===== src/rtl/prefetch_unit.sv =====
// Decoupled instruction prefetch unit: fills a DEPTH-entry queue from a req/ack
// fetch bus and presents the registered queue head to decode.
module prefetch_unit #(
  parameter int unsigned       ADDR_W   = 32,
  parameter int unsigned       DATA_W   = 32,
  parameter int unsigned       DEPTH    = 4,
  parameter logic [ADDR_W-1:0] RESET_PC = '0
) (
  input  logic              clk,
  input  logic              rst,
  input  logic              little_endian_en,
  input  logic              flush,
  input  logic [ADDR_W-1:0] flush_pc,
  output logic              mem_req,
  output logic [ADDR_W-1:0] mem_addr,
  input  logic              mem_ack,
  input  logic [DATA_W-1:0] mem_rdata,
  input  logic              mem_error,
  output logic              instr_valid,
  output logic [DATA_W-1:0] instr,
  output logic [ADDR_W-1:0] instr_pc,
  output logic              instr_error,
  input  logic              instr_ready
);

  localparam int unsigned BYTES = DATA_W / 8;
  localparam int unsigned PTR_W = (DEPTH > 1) ? $clog2(DEPTH) : 1;
  localparam int unsigned CNT_W = PTR_W + 1;

  localparam logic [ADDR_W-1:0] STEP       = ADDR_W'(BYTES);
  localparam logic [ADDR_W-1:0] ALIGN_MASK = ~(ADDR_W'(BYTES - 1));
  localparam logic [CNT_W-1:0]  FULL       = CNT_W'(DEPTH);

  typedef enum logic [1:0] {IDLE, FETCH, DRAIN, HALT} state_t;

  state_t             state;
  logic [ADDR_W-1:0]  fetch_pc;
  logic [PTR_W-1:0]   rptr, wptr;
  logic [CNT_W-1:0]   count;

  logic [DATA_W-1:0]  q_data [DEPTH];
  logic [ADDR_W-1:0]  q_pc   [DEPTH];
  logic [DEPTH-1:0]   q_err;

  logic               acked, push, pop, head_from_push;
  logic [DATA_W-1:0]  push_data;
  logic [PTR_W-1:0]   rptr_n;
  logic [CNT_W-1:0]   count_n;
  logic [DATA_W-1:0]  head_data_n;
  logic [ADDR_W-1:0]  head_pc_n;
  logic               head_err_n;
  logic [ADDR_W-1:0]  flush_pc_al;
  logic [ADDR_W-1:0]  next_pc;

  function automatic logic [DATA_W-1:0] byte_rev(input logic [DATA_W-1:0] w);
    logic [DATA_W-1:0] r;
    r = '0;
    for (int unsigned i = 0; i < BYTES; i++) begin
      r[8*(BYTES-1-i) +: 8] = w[8*i +: 8];
    end
    return r;
  endfunction

  // Queue bookkeeping and next head contents
  always_comb begin
    acked          = mem_req & mem_ack;
    push           = acked & (state == FETCH) & ~flush;
    pop            = instr_valid & instr_ready;
    push_data      = mem_error ? '0 : (little_endian_en ? byte_rev(mem_rdata) : mem_rdata);
    rptr_n         = pop ? rptr + PTR_W'(1) : rptr;
    count_n        = count + CNT_W'(push) - CNT_W'(pop);
    // Pushed word becomes the head only when nothing older remains after the pop
    head_from_push = push & (wptr == rptr_n);
    head_data_n    = head_from_push ? push_data : q_data[rptr_n];
    head_pc_n      = head_from_push ? fetch_pc  : q_pc[rptr_n];
    head_err_n     = head_from_push ? mem_error : q_err[rptr_n];
    flush_pc_al    = flush_pc & ALIGN_MASK;
    next_pc        = fetch_pc + STEP;
  end

  // Queue storage needs no reset; validity is tracked by count
  always_ff @(posedge clk) begin
    if (push) begin
      q_data[wptr] <= push_data;
      q_pc[wptr]   <= fetch_pc;
      q_err[wptr]  <= mem_error;
    end
  end

  always_ff @(posedge clk or posedge rst) begin
    if (rst) begin
      state       <= IDLE;
      fetch_pc    <= RESET_PC;
      mem_req     <= 1'b0;
      mem_addr    <= RESET_PC;
      rptr        <= '0;
      wptr        <= '0;
      count       <= '0;
      instr_valid <= 1'b0;
      instr       <= '0;
      instr_pc    <= '0;
      instr_error <= 1'b0;
    end else begin
      if (flush) begin
        rptr        <= '0;
        wptr        <= '0;
        count       <= '0;
        instr_valid <= 1'b0;
      end else begin
        rptr        <= rptr_n;
        if (push) wptr <= wptr + PTR_W'(1);
        count       <= count_n;
        instr_valid <= (count_n != '0);
        instr       <= head_data_n;
        instr_pc    <= head_pc_n;
        instr_error <= head_err_n;
      end

      case (state)
        IDLE: begin
          state   <= FETCH;
          mem_req <= 1'b0;
          if (flush) begin
            fetch_pc <= flush_pc_al;
            mem_addr <= flush_pc_al;
          end
        end
        FETCH: begin
          if (flush) begin
            fetch_pc <= flush_pc_al;
            // An unacked request must complete at its old address before redirecting
            if (mem_req && !mem_ack) begin
              state <= DRAIN;
            end else begin
              mem_req  <= 1'b1;
              mem_addr <= flush_pc_al;
            end
          end else if (acked && mem_error) begin
            state   <= HALT;
            mem_req <= 1'b0;
          end else if (acked) begin
            fetch_pc <= next_pc;
            mem_addr <= next_pc;
            mem_req  <= (count_n < FULL);
          end else if (!mem_req) begin
            mem_req  <= (count_n < FULL);
            mem_addr <= fetch_pc;
          end
        end
        DRAIN: begin
          if (flush) fetch_pc <= flush_pc_al;
          if (acked) begin
            state    <= FETCH;
            mem_req  <= 1'b0;
            mem_addr <= flush ? flush_pc_al : fetch_pc;
          end
        end
        HALT: begin
          mem_req <= 1'b0;
          if (flush) begin
            state    <= FETCH;
            fetch_pc <= flush_pc_al;
            mem_addr <= flush_pc_al;
          end
        end
        default: state <= IDLE;
      endcase
    end
  end

endmodule


===== config.mk =====
export PLATFORM = sky130hd
export DESIGN_NAME = prefetch_unit
export DESIGN_NICKNAME = d
export VERILOG_FILES = /design/src/rtl/prefetch_unit.sv
export SDC_FILE = /design/constraint.sdc
export NUM_CORES = 1
export LEC_CHECK = 0
export ABC_AREA = 1
export CELL_PAD_IN_SITES_DETAIL_PLACEMENT = 1
export CELL_PAD_IN_SITES_GLOBAL_PLACEMENT = 1
export CORE_MARGIN = 2
export CORE_UTILIZATION = 40
export CTS_BUF_LIST = sky130_fd_sc_hd__clkbuf_16
export CTS_CLUSTER_DIAMETER = 100
export DETAILED_ROUTE_END_ITERATION = 8
export PLACE_DENSITY = 0.82
export SLEW_MARGIN = 10
export SYNTH_ARGS = -nofsm -noshare
export SYNTH_HDL_FRONTEND = slang
export SYNTH_SLANG_ARGS = --single-unit

===== constraint.sdc =====
create_clock -name clk -period 8.68 [get_ports clk]
set_input_delay 1.736 -clock clk [delete_from_list [all_inputs] [get_ports clk]]
set_output_delay 1.736 -clock clk [all_outputs]
set_load 0.005 [all_outputs]

## Word level (Yosys, flattened, before mapping)

Memories as Yosys holds them, arrays and structs flattened. A register that Yosys moved wholly into a read port is not among the register bits.
Cells that the tools add are included.

| word-level totals | value |
|---|---|
| input port bits | 71 |
| output and inout port bits | 99 |
| memory bits (writable) | 256 |
| flip-flop bits (word level) | 80 |
| bits in latches | 0 |
| ROM bits | 0 |
| logic and storage cells | 97 |
| memories | 2 |

| cells by class | value |
|---|---|
| bitwise gates (word level) | 6 |
| $mul | 0 |
| reductions and logical operators | 15 |
| $lt $le $gt $ge | 4 |
| shifts and indexed selects | 0 |
| divide/modulo/power cells | 0 |
| muxes and demuxes | 42 |
| eq/ne operators | 13 |
| $add $sub $neg | 5 |

Memory list:

| name | depth | bits a word | read ports | clocked after memory_dff | write ports | RTL line | RTL |
|---|---|---|---|---|---|---|---|
| q_data | 4 | 32 | 1 | 1 | 1 | 41 | `logic [DATA_W-1:0] q_data [DEPTH];` |
| q_pc | 4 | 32 | 1 | 1 | 1 | 42 | `logic [ADDR_W-1:0] q_pc [DEPTH];` |

Operator list:

| operator | count |
|---|---|
| 32-bit two-way mux | 13 |
| 32-bit case mux with 3 select lines | 1 |
| 32-bit case mux with 2 select lines | 1 |
| 32-bit by 3-bit adder with 32-bit output (second input constant) | 1 |
| 2-bit two-way mux | 9 |
| 1-bit two-way mux | 12 |
| 3-bit != test (second input constant) | 3 |
| 2-bit case mux with 4 select lines | 1 |
| 2-bit by 3-bit < comparator with 1-bit output (second input constant) | 2 |
| 3-bit by 2-bit != test with 1-bit output (second input constant) | 2 |
| 1-bit AND | 5 |
| 5-bit AND reduction | 1 |
| 2-bit by 1-bit adder with 2-bit output (second input constant) | 2 |
| 4-bit bitwise mux | 1 |
| 2-bit equality test (second input constant) | 2 |
| 2-bit != test (second input constant) | 2 |
| 4-bit != test (second input constant) | 1 |
| 2-bit AND reduction | 2 |
| 4-bit AND reduction | 1 |
| 3-bit by 1-bit adder with 3-bit output | 1 |
| 1-bit logical AND | 3 |
| 1-bit logical NOT | 3 |
| 3-bit < comparator (second input constant) | 1 |
| 3-bit two-way mux | 1 |
| 14 further kinds | 14 |

## Longest topological paths before layout

Gate-level depths: netlist (run 1).

| logic depth | value |
|---|---|
| word-level depth | 11 |
| gate-level depth with buffers | 16 |

## Worst setup path before layout (run 1)

Ideal clock, no wire load.

| path | value |
|---|---|
| path kind | input to register |
| start point | input port flush |
| end point | memory q_data[0][0] (enable) |
| arrival | 4.836 ns |
| data required time | 8.192 ns |
| setup time | 0.488 ns |
| cell stages on the path | 4 |
| buffers on the path | 1 |
| setup slack | 3.356 ns |
| cell sequence | buf_6 nor2_4 nand2_2 nor2_1 |

| on the way | value |
|---|---|
| word-level cells in the longest chain between the ends | 4 |

Ends and longest elaborated chain:

| what | RTL line | RTL |
|---|---|---|
| start, declared | 12 | `input logic flush,` |
| 1-bit NOT | 67 | `push = acked & (state == FETCH) & ~flush;` |
| 1-bit AND | 67 |  |
| 1-bit two-way mux | 83 | `if (push) begin` |
| 1-bit two-way mux (implied by the code) | 84 | `q_data[wptr] <= push_data;` |
| end, declared | 41 |  |

Every way passes these cells.

## Final worst setup path (run 1)

| path | value |
|---|---|
| start point | input port instr_ready |
| end point | register instr_pc[1] (read register of q_pc) |

| on the way | value |
|---|---|
| word-level cells in the longest chain between the ends | 2 |

Ends and longest elaborated chain:

| what | RTL line | RTL |
|---|---|---|
| start, declared | 23 | `input logic instr_ready` |
| 1-bit AND | 68 | `pop = instr_valid & instr_ready;` |
| 2-bit two-way mux | 70 | `rptr_n = pop ? rptr + PTR_W'(1) : rptr;` |
| end, declared | 21 | `output logic [ADDR_W-1:0] instr_pc,` |

Every way passes these cells.
A chain may end at the register's enable or synchronous reset.

==> flow_summary.ini, run 1 <==
[job]
maxCapViolations = 0

[finish]
drive_gt1_frac = 0.0476
fill_cells = 5381
areaGrowthSynthToFinish_pct = 18.5
fin_nets = 2318

[timing]
finalHoldViolations = 0
drv_slew = 0
rsz0062_at_grt = false
setup_violations = 0
slew_headroom = 0.255
finClkSkew_ps = 32.7
tightest_slew_ps = 1120
finalCritPeriodShare = 0.666
fin_setup_tns_ps = 0
period_needed_ps = 5780
max_freq_ghz = 0.173

[clocking]
cts_root_buf = clkbuf_16
post_cts_resized = 0
numCtsBuffers = 44
cts_tree = done
h-tree-depth = 2
clk_pin_slew_ps = 60
cts_buffer_depth = 3
clock-sinks = 400
postCtsHoldBufs = 0
post_cts_buffers = 0
clock_latency_ps = 580

[power_and_ir_drop]
vdd_drop_max_mv = 0.214
cellPowerDensity_nw_per_um2 = 325
p_leak_nw = 9.27
design_power_total_w = 0.00727

[synthesis]
synth-simple-area-share = 0.250
syn_area_per_cell_sq_um = 8.90
synth_area_leaders = edfxtp_1 41%, dfrtp_1 19%, nand2_1 15%
syn_inst = 2122
ys_seq_elements = 400
ys_types = 37
yosysWarnings = 0
ys_async_sr_fraction = 0.350
synth_edf_count = 260
syn_nets = 2205
synth_xor_area_frac = 0.00689
syn_area_sq_um = 18900
yosysSeqAreaShare = 0.599
synth-compound-area-share = 0.0891
synthAdderAreaFrac = 0.00834
synth_top_area_frac = 0.413
synth_top_family_by_area = simple AND/OR/NAND/NOR gates
synth_flop_cell = edfxtp_1
synth_top_area_cell = edfxtp_1
synthMuxAreaShare = 0

[route]
drc = 0
viasPerCell = 5.54
drtPass1Iterations = 5
wl_per_cell_um = 21.3
drt-total-wl_um = 61200
ant_nets = 0
num_vias = 16000
drt_iter0_markers = 1280

[floorplan]
dieArea_sq_um = 49000
core_sq_um = 46600
pin_count = 170
initial_core_util = 0.406
die_w_um = 221
die_h_um = 221
rows = 79

[critical_path]
crit_path_start_kind = input pin
arrival_ps = 6210
cp_common_cell = nand2_1
crit_type = in2reg
end_kind = register
slowest_delay_ps = 900
slowest_stage = clkinv_2
path_cells = clkdlybuf4s50_1 -> nand2_1 -> inv_2 -> nand2_2 -> nand2_4 -> clkinv_2 -> nor2_1 -> nor3_2 -> nand3_4 -> buf_4 -> nand2_1 -> nand2_1 -> o21ai_1
crit_family = buffers and inverters
worst-path-buf-inv = 4
cp.required_ps = 9110
cp_max_fo = 90

[placed_design]
dp_hpwl_um = 37500
port_buffers = 167
gp_congestion = 0.809

[global_route]
grt_max_degree = 91
grt_pass1_wl_um = 95800
grt_use_total = 0.248
gr-total-overflow = 0
grt_pass1_vias = 17100
grt_antenna_before_repair = 1

[worst_hold_path]
hp-class = reg2reg

[run_status]
run_status = completed
-- final cells by class --
type	instances	area (sq um)	share of cell area
clock buffers	46	1150	0.0514
well taps	607	759	0.0339
flip-flops and latches	400	11300	0.505
repair buffers	187	1820	0.0813
inverters	86	330	0.0148
clock inverters	35	248	0.0111
multi-input cells	1516	6770	0.302
diodes	1	2.50	0.000112
-- state kept, by name, indices dropped and copies added (netlist names), 2 cells and up --
name      flops
count         3
wptr          2
state         2
rptr          2
instr_pc     32
fetch_pc     32
q_data      128
q_err         4
mem_addr     32
instr        32
q_pc        128
-- per-stage QoR --
stage / cell area (sq um) / hold slack, ps / std cells / utilization / setup WS, ps
after floorplan: 18900 / 472 / 2122 / - / 3190
after global placement: 21000 / 465 / 2796 / 0.451 / 2700
after detailed placement: 21000 / 465 / 2796 / 0.451 / 2490
after CTS: 22400 / 487 / 2877 / 0.481 / 2950
after global routing: 22400 / 517 / 2878 / 0.481 / 2550
final: 22400 / 485 / 2878 / 0.481 / 2900
-- metal layers --
| layer | vias up | track usage | wire length, um |
|---|---|---|---|
| met5 | - | 0 | 0 |
| met4 | 0 | 0.0922 | 2060 |
| met3 | 113 | 0.0373 | 2750 |
| met2 | 408 | 0.426 | 30400 |
| met1 | 8135 | 0.317 | 26000 |
| li1 | 7299 | - | - |
-- worst register-to-register path: stages, from the launching register on --
cell	delay (ps)
dfrtp_1	380
nand2_1	120
inv_2	90
nand2_2	100
nand2_4	520
clkinv_2	940
nor2_1	480
nor3_2	120
nand3_4	380
buf_4	910
nand2_1	210
nand2_1	110
o21ai_1	70
-- placed cells by master (no fill, tap or decap), types with 2 or more instances in the layout --
cell type,count
nor2_2,5
o21ai_1,62
clkbuf_16,46
a2bb2oi_1,2
nor2_4,5
clkinv_1,10
clkdlybuf4s50_1,166
o211ai_1,9
dfrtp_1,140
nand3_1,160
a221oi_1,13
xor2_1,12
a31oi_1,6
nor4_1,5
nand2_2,5
buf_4,21
edfxtp_1,260
ha_1,10
inv_1,90
nor3_1,8
nor2_1,237
a21oi_1,77
inv_2,4
clkinv_2,8
clkinvlp_4,2
a211oi_1,10
bufinv_16,3
o22ai_1,2
o21ai_0,93
a22o_1,2
nand2_1,762
inv_6,2
a22oi_1,22
-- report_power, final --
part | internal [W] | leakage [nW] | switching (W)
combinational | 0.000977 | 4.47 | 0.00158
clock | 0.00105 | 0.730 | 0.000783
sequential | 0.00246 | 4.07 | 0.000418
-- synthesized netlist by cell type (5+ instances only) --
master      n
inv_1      78
nor2_2      5
clkbuf_1   57
nor3_1      8
a21oi_1    77
nand2_2     6
nand3_1   161
a22oi_1    22
a211oi_1   10
edfxtp_1  260
a221oi_1   13
buf_6       5
buf_1       7
xor2_1     12
nor2_1    241
ha_1       11
nor4_1      5
buf_2      49
dfrtp_1   140
a31oi_1     6
o211ai_1    9
o21ai_0    93
o21ai_1    62
nand2_1   762
inv_2       5
-- cell families after synthesis --
family	after synthesis
buffers and inverters	206
AOI/OAI and AO/OA	300
and+or+nand+nor	1190
xor gates and xnor gates	14
DFF	400
adders and majority gates	12
-- path summary, 6_finish.rpt --
kind | from | cells after the start | to | slack (ps)
max in group asynchronous | rst | 3 | instr_pc[6] | 5540
hold / removal | instr_error | 2 | instr_error | 490
hold reg to reg | instr_error | 2 | instr_error | 490
setup / recovery | instr_ready | 13 | instr_pc[1] | 2900
setup reg to reg | instr_valid | 12 | instr_pc[1] | 4120
min in group asynchronous | rst | 2 | instr_valid | 1710
(Power assumes the default switching activity.)
==> inputs of run 2 (changes only) <==
clock period = 5.9 ns   (was 8.68 ns; I/O delays follow)
==> flow_summary.ini, run 2 (synthesized netlist as in run 1, its figures left out) <==
[timing]
slew_headroom = 0.242
rsz0062_at_grt = false
fin_setup_tns_ps = 0
tightest_slew_ps = 1140
max_freq_ghz = 0.238
finalHoldViolations = 0
finClkSkew_ps = 23.7
setup_violations = 0
drv_slew = 0
hold_ws_ps = 483
period_needed_ps = 4190
finalCritPeriodShare = 0.711

[placed_design]
gp_congestion = 0.828
dp_hpwl_um = 37700
port_buffers = 167

[floorplan]
die_w_um = 221
pin_count = 170
dieArea_sq_um = 49000
initial_core_util = 0.406
die_h_um = 221
core_sq_um = 46600
rows = 79

[route]
drc = 0
ant_nets = 0
drt-total-wl_um = 62100
viasPerCell = 5.59
drt_iter0_markers = 1159
wl_per_cell_um = 21.5
num_vias = 16100
drtPass1Iterations = 5

[critical_path]
slowest_delay_ps = 720
crit_type = in2reg
end_kind = register
cp_max_fo = 66
cp.required_ps = 6350
crit_path_start_kind = input pin
rrSetupSlack_ps = 2340
worstRegToRegCells = 10
slowest_stage = buf_4
worstReg2RegEnd = instr_pc[21]
path_cells = clkdlybuf4s50_1 -> nand2_1 -> inv_2 -> nand2_2 -> xor2_4 -> clkinv_2 -> buf_4 -> nand2_1 -> nand3_4 -> buf_4 -> nor2_1 -> o21ai_0
r2r_start = instr_valid
arrival_ps = 4650

[power_and_ir_drop]
cellPowerDensity_nw_per_um2 = 480
vdd_drop_max_mv = 0.289
pwr-share-clk = 0.255
design_power_total_w = 0.0108
switchingPower_w = 0.00417
p_leak_nw = 9.31
power_frac_seq = 0.392
combinationalPowerShare = 0.352
intPower_w = 0.00663
switching_share = 0.386

[finish]
layout_common_cells = 762 x nand2_1, 260 x edfxtp_1, 237 x nor2_1
largestRegisters = q_data (128), q_pc (128)
fin_nets = 2324
fill_cells = 5371
mostFrequentLayoutCell = nand2_1
drive_gt1_frac = 0.0536
areaGrowthSynthToFinish_pct = 19.0

[clocking]
clock_latency_ps = 590
post_cts_buffers = 0
post_cts_resized = 0
clk_pin_slew_ps = 60
cts_root_buf = clkbuf_16
clock-sinks = 400
h-tree-depth = 2
cts_tree = done
postCtsHoldBufs = 0
cts_buffer_depth = 3
numCtsBuffers = 43

[global_route]
grt_max_degree = 75
grt_pass1_wl_um = 97000
grt_pass1_vias = 17500
gr-total-overflow = 0
grt_use_total = 0.251
grt_antenna_before_repair = 2

[worst_hold_path]
hold_end = instr_error
holdCritStartpoint = instr_error
hp-class = reg2reg
hold_depth = 2

[job]
maxCapViolations = 0

[run_status]
run_status = completed
[run 2: changes by cell type in the layout (fill, tap and decap cells not counted), sizes merged]
cell	change
buf	+7
diode	+1
clkbuf	-3
clkinvlp	-1
clkinv	+5
bufinv	+2
inv	-4
[run 2: per-stage QoR]
step | area (sq um) | std cells | util | worst slack, ps
finish | 22500 | 2885 | 0.483 | 1710
global route | 22500 | 2885 | 0.483 | 1580
CTS | 22500 | 2883 | 0.483 | 1750
detailed placement | 21100 | 2803 | 0.452 | 1170
global placement | 21100 | 2803 | 0.452 | 1290
floorplan | 18900 | 2122 | - | 967
[run 2: power by group through the flow]
stage | combinational [W] | clock, W | sequential, W
after floorplan | 0.00227 | 0 | 0.00404
after global placement | 0.00356 | 0 | 0.00423
after detailed placement | 0.00374 | 0 | 0.00427
after CTS | 0.00381 | 0.00279 | 0.00423
after global routing | 0.00422 | 0.00290 | 0.00429
final | 0.00380 | 0.00276 | 0.00424
[run 2: worst max-delay path by stage]
stage / startpoint / cells past startpoint / endpoint
3_3_place_gp: instr_ready / 12 / instr[11]
5_1_grt: instr_ready / 13 / instr_pc[23]
3_5_place_dp: instr_ready / 12 / instr[10]
6_report: instr_ready / 12 / instr_pc[21]
4_1_cts: instr_ready / 11 / instr_pc[21]
2_1_floorplan: rst / 1 / count[0]
[run 2: layer usage]
metal  vias up  share of wire  global-route usage
met4         0          0.036               0.103
met2       497           0.50               0.435
met1      8195           0.41               0.311
li1       7315              -                   -
met3       130          0.050              0.0413
met5         -              0                   0
[run 2: area by class of cell]
class	count	area, sq um	share of cell area
multi-input cells	1516	6770	0.301
inverters	86	330	0.0147
diodes	2	5.00	0.000223
repair buffers	194	1880	0.0838
flip-flops and latches	400	11300	0.503
clock buffers	43	1080	0.0479
clock inverters	37	352	0.0156
well taps	607	759	0.0338
[run 2: worst max-delay path, delay by kind of cell]
family          cells  cell delay [ps]
compound gates      1              340
xor+xnor            1              170
buf+inv             5             1830
simple gates        5             1100
==> RTL change: new RTL, settings of run 2 <==
`DEPTH`: 4 -> 8.
--- a/src/rtl/prefetch_unit.sv
+++ b/src/rtl/prefetch_unit.sv
@@ -5,3 +5,3 @@
   parameter int unsigned       DATA_W   = 32,
-  parameter int unsigned       DEPTH    = 4,
+  parameter int unsigned       DEPTH    = 8,
   parameter logic [ADDR_W-1:0] RESET_PC = '0
Check against the original RTL: no difference found for any inputs over 4 cycles, from zero or initial values and one cycle with rst high; that may be too few to reach the edited logic, so the function may still have changed.
==> RTL change against run 2 <==
Final area increased by 58%. Area after synthesis increased by 62%. Sequential cell count increased by 263. Sequential share of layout area increased by 3.6 points. Global-route usage decreased by 0.56 points. Count of clock-buffer cells in the layout increased by 33. Total power increased by 53%. Setup slack improved by 120 ps. Core utilization decreased by 1.4 points. Wire length increased by 56%. Combinational power increased by 35%. Critical path type unchanged.
==> RTL change: results (changes against run 2) <==
CTS:
- The CTS buffer count is 74 (+72%).
- The total number of H-tree levels came to 3 (+1).
- The clock insertion delay at the later pin of the skew report came to 620 ps (+30 ps).

Finish:
- The filler cell count is 8,565 (+59%).
- The share of cells above drive strength 1 is 5.881% (+0.52 points).
- The largest registers in the layout are q_data: 256 flops, q_pc: 256 flops.
- The count of non-filler cells in the finished layout is 4,379 (+52%).
- The post-layout net count is 3,422 (+47%).
- The antenna diode count is 0 (-2).
- The final standard cell utilization of the core is 46.92% (-1.4 points).

Route:
- The DRC violation total after the first TritonRoute iteration is 1,921 (+66%).
- The vias per cell is 5.513 (-1.4%).

Synthesis:
- By area the synthesized netlist is led by sky130_fd_sc_hd__edfxtp_1, sky130_fd_sc_hd__nand2_1, sky130_fd_sc_hd__dfrtp_1.
- The part of the Yosys area used for sequential elements is 62.74% (+2.9 points).
- The gate count after technology mapping was 3,233 (+52%).
- The number of synthesized flops with an enable pin is 520 (+100%).
- The proportion of synthesized flip-flops having asynchronous set or reset came to 21.57% (-13 points).
- Counting instances in the post-synthesis netlist gives the leading cell types as sky130_fd_sc_hd__nand2_1, sky130_fd_sc_hd__edfxtp_1, sky130_fd_sc_hd__nand3_1, sky130_fd_sc_hd__inv_1, sky130_fd_sc_hd__nor2_1.
- The count of different cell masters after synthesis is 43 (+16%).

Placed design:
- The detailed placement HPWL was 55.46 mm (+47%).
- The post-placement worst setup slack is 1186 ps (+11.82 ps).
- The number of cells after detailed placement came to 4,241 (+51%).

Timing:
- The clock skew after layout is 16.06 ps (-7.615 ps).
- The share of the cycle needed by the critical path after routing is 69.09% (-2.0 points).
- The tightest slew margin relative to the limit is 10.37% (-14 points).

Global route:
- The number of antenna violations at the first check in global routing is 0 (-2).
- The first-pass GRT wire length is 148.6 mm (+53%).
- The largest net degree at the start of global routing is 167 (+120%).
- The global-route usage over all layers is 24.54% (-0.56 points).

Hold path:
- The worst hold path begins at instr[20].
- The worst hold path terminates at instr[20].

Power and ir drop:
- The highest ir drop seen on vdd is 286.7 uV (-0.77%).
- The ratio of total power to cell area is 464.7 nW/um^2 (-3.3%).
- The total leakage power is 14.77 nW (+59%).

Setup path:
- The critical path data arrival time is 4630 ps (-20 ps).
- The worst register-to-register path begins at rptr[0].
- The slowest stage of the critical path belongs to the cell sky130_fd_sc_hd__o21ai_4.
- In this run the critical register-to-register path is captured at instr_pc[2].
- The slack of the worst reg-to-reg path is 2220 ps (-120 ps).

Run status:
- The run finished with clean final reports.
RTL change: layout make-up:
cell class	instances	area [sq um]	area share [%]
multi-input combinational	2057	9289	26.11
clock buffer	76	1902	5.346
clock inverter	62	596.8	1.678
tap	978	1224	3.440
timing repair buffer	208	2102	5.909
sequential	663	19190	53.95
inverter	335	1267	3.563
RTL change: cells by family (layout without fill, tap and decap cells):
logic type / count (synthesis) / count (layout) / share of synthesized area (%)
AND/OR/NAND/NOR: 1790 / 1790 / 24.39
flip-flops: 663 / 663 / 62.74
buffers and inverters: 513 / 681 / 7.267
AO/OA/AOI/OAI: 235 / 235 / 4.523
XOR/XNOR: 20 / 20 / 0.5725
adder cells (fa/ha/maj): 12 / 12 / 0.5153
RTL change: critical path, delay by kind of cell:
kind / cells / cell delay [ps]
simple gates: 7 / 1220
compound gates: 1 / 960
buf+inv: 3 / 1240
RTL change: power breakdown:
part | total (mW) | switching [mW] | internal, mW
sequential | 6.63 | 0.811 | 5.82
combinational | 5.13 | 3.26 | 1.87
clock | 4.77 | 1.97 | 2.80
total | 16.5 | 6.05 | 10.5
RTL change: per-stage QoR:
step / cell area (sq um) / hold slack (ps)
finish: 35570 / 477.2
global route: 35570 / 503.9
CTS: 35560 / 481.2
detailed placement: 33070 / 464.6
global placement: 33070 / 463.9
floorplan: 30590 / 472.4
RTL change: layer usage:
layer  global-route usage, %  wire length [um]  share of wire (%)  vias up
li1                        -                 -                  -    10890
met1                   30.93             39210                 41    12170
met2                   42.76             48310                 50      854
met3                   3.173              5750                6.0      231
met4                   9.694              3284                3.4        0
met5                       0                 0                  0        -
RTL change: how the worst max path moves through the flow:
stage,cells past startpoint,to,startpoint
6_report,11,instr_pc[2],instr_ready
5_1_grt,11,instr_pc[29],instr_ready
4_1_cts,11,instr_pc[2],instr_ready
3_5_place_dp,11,instr_pc[2],instr_ready
3_3_place_gp,11,instr_pc[2],instr_ready
2_1_floorplan,5,q_data[4][0],flush
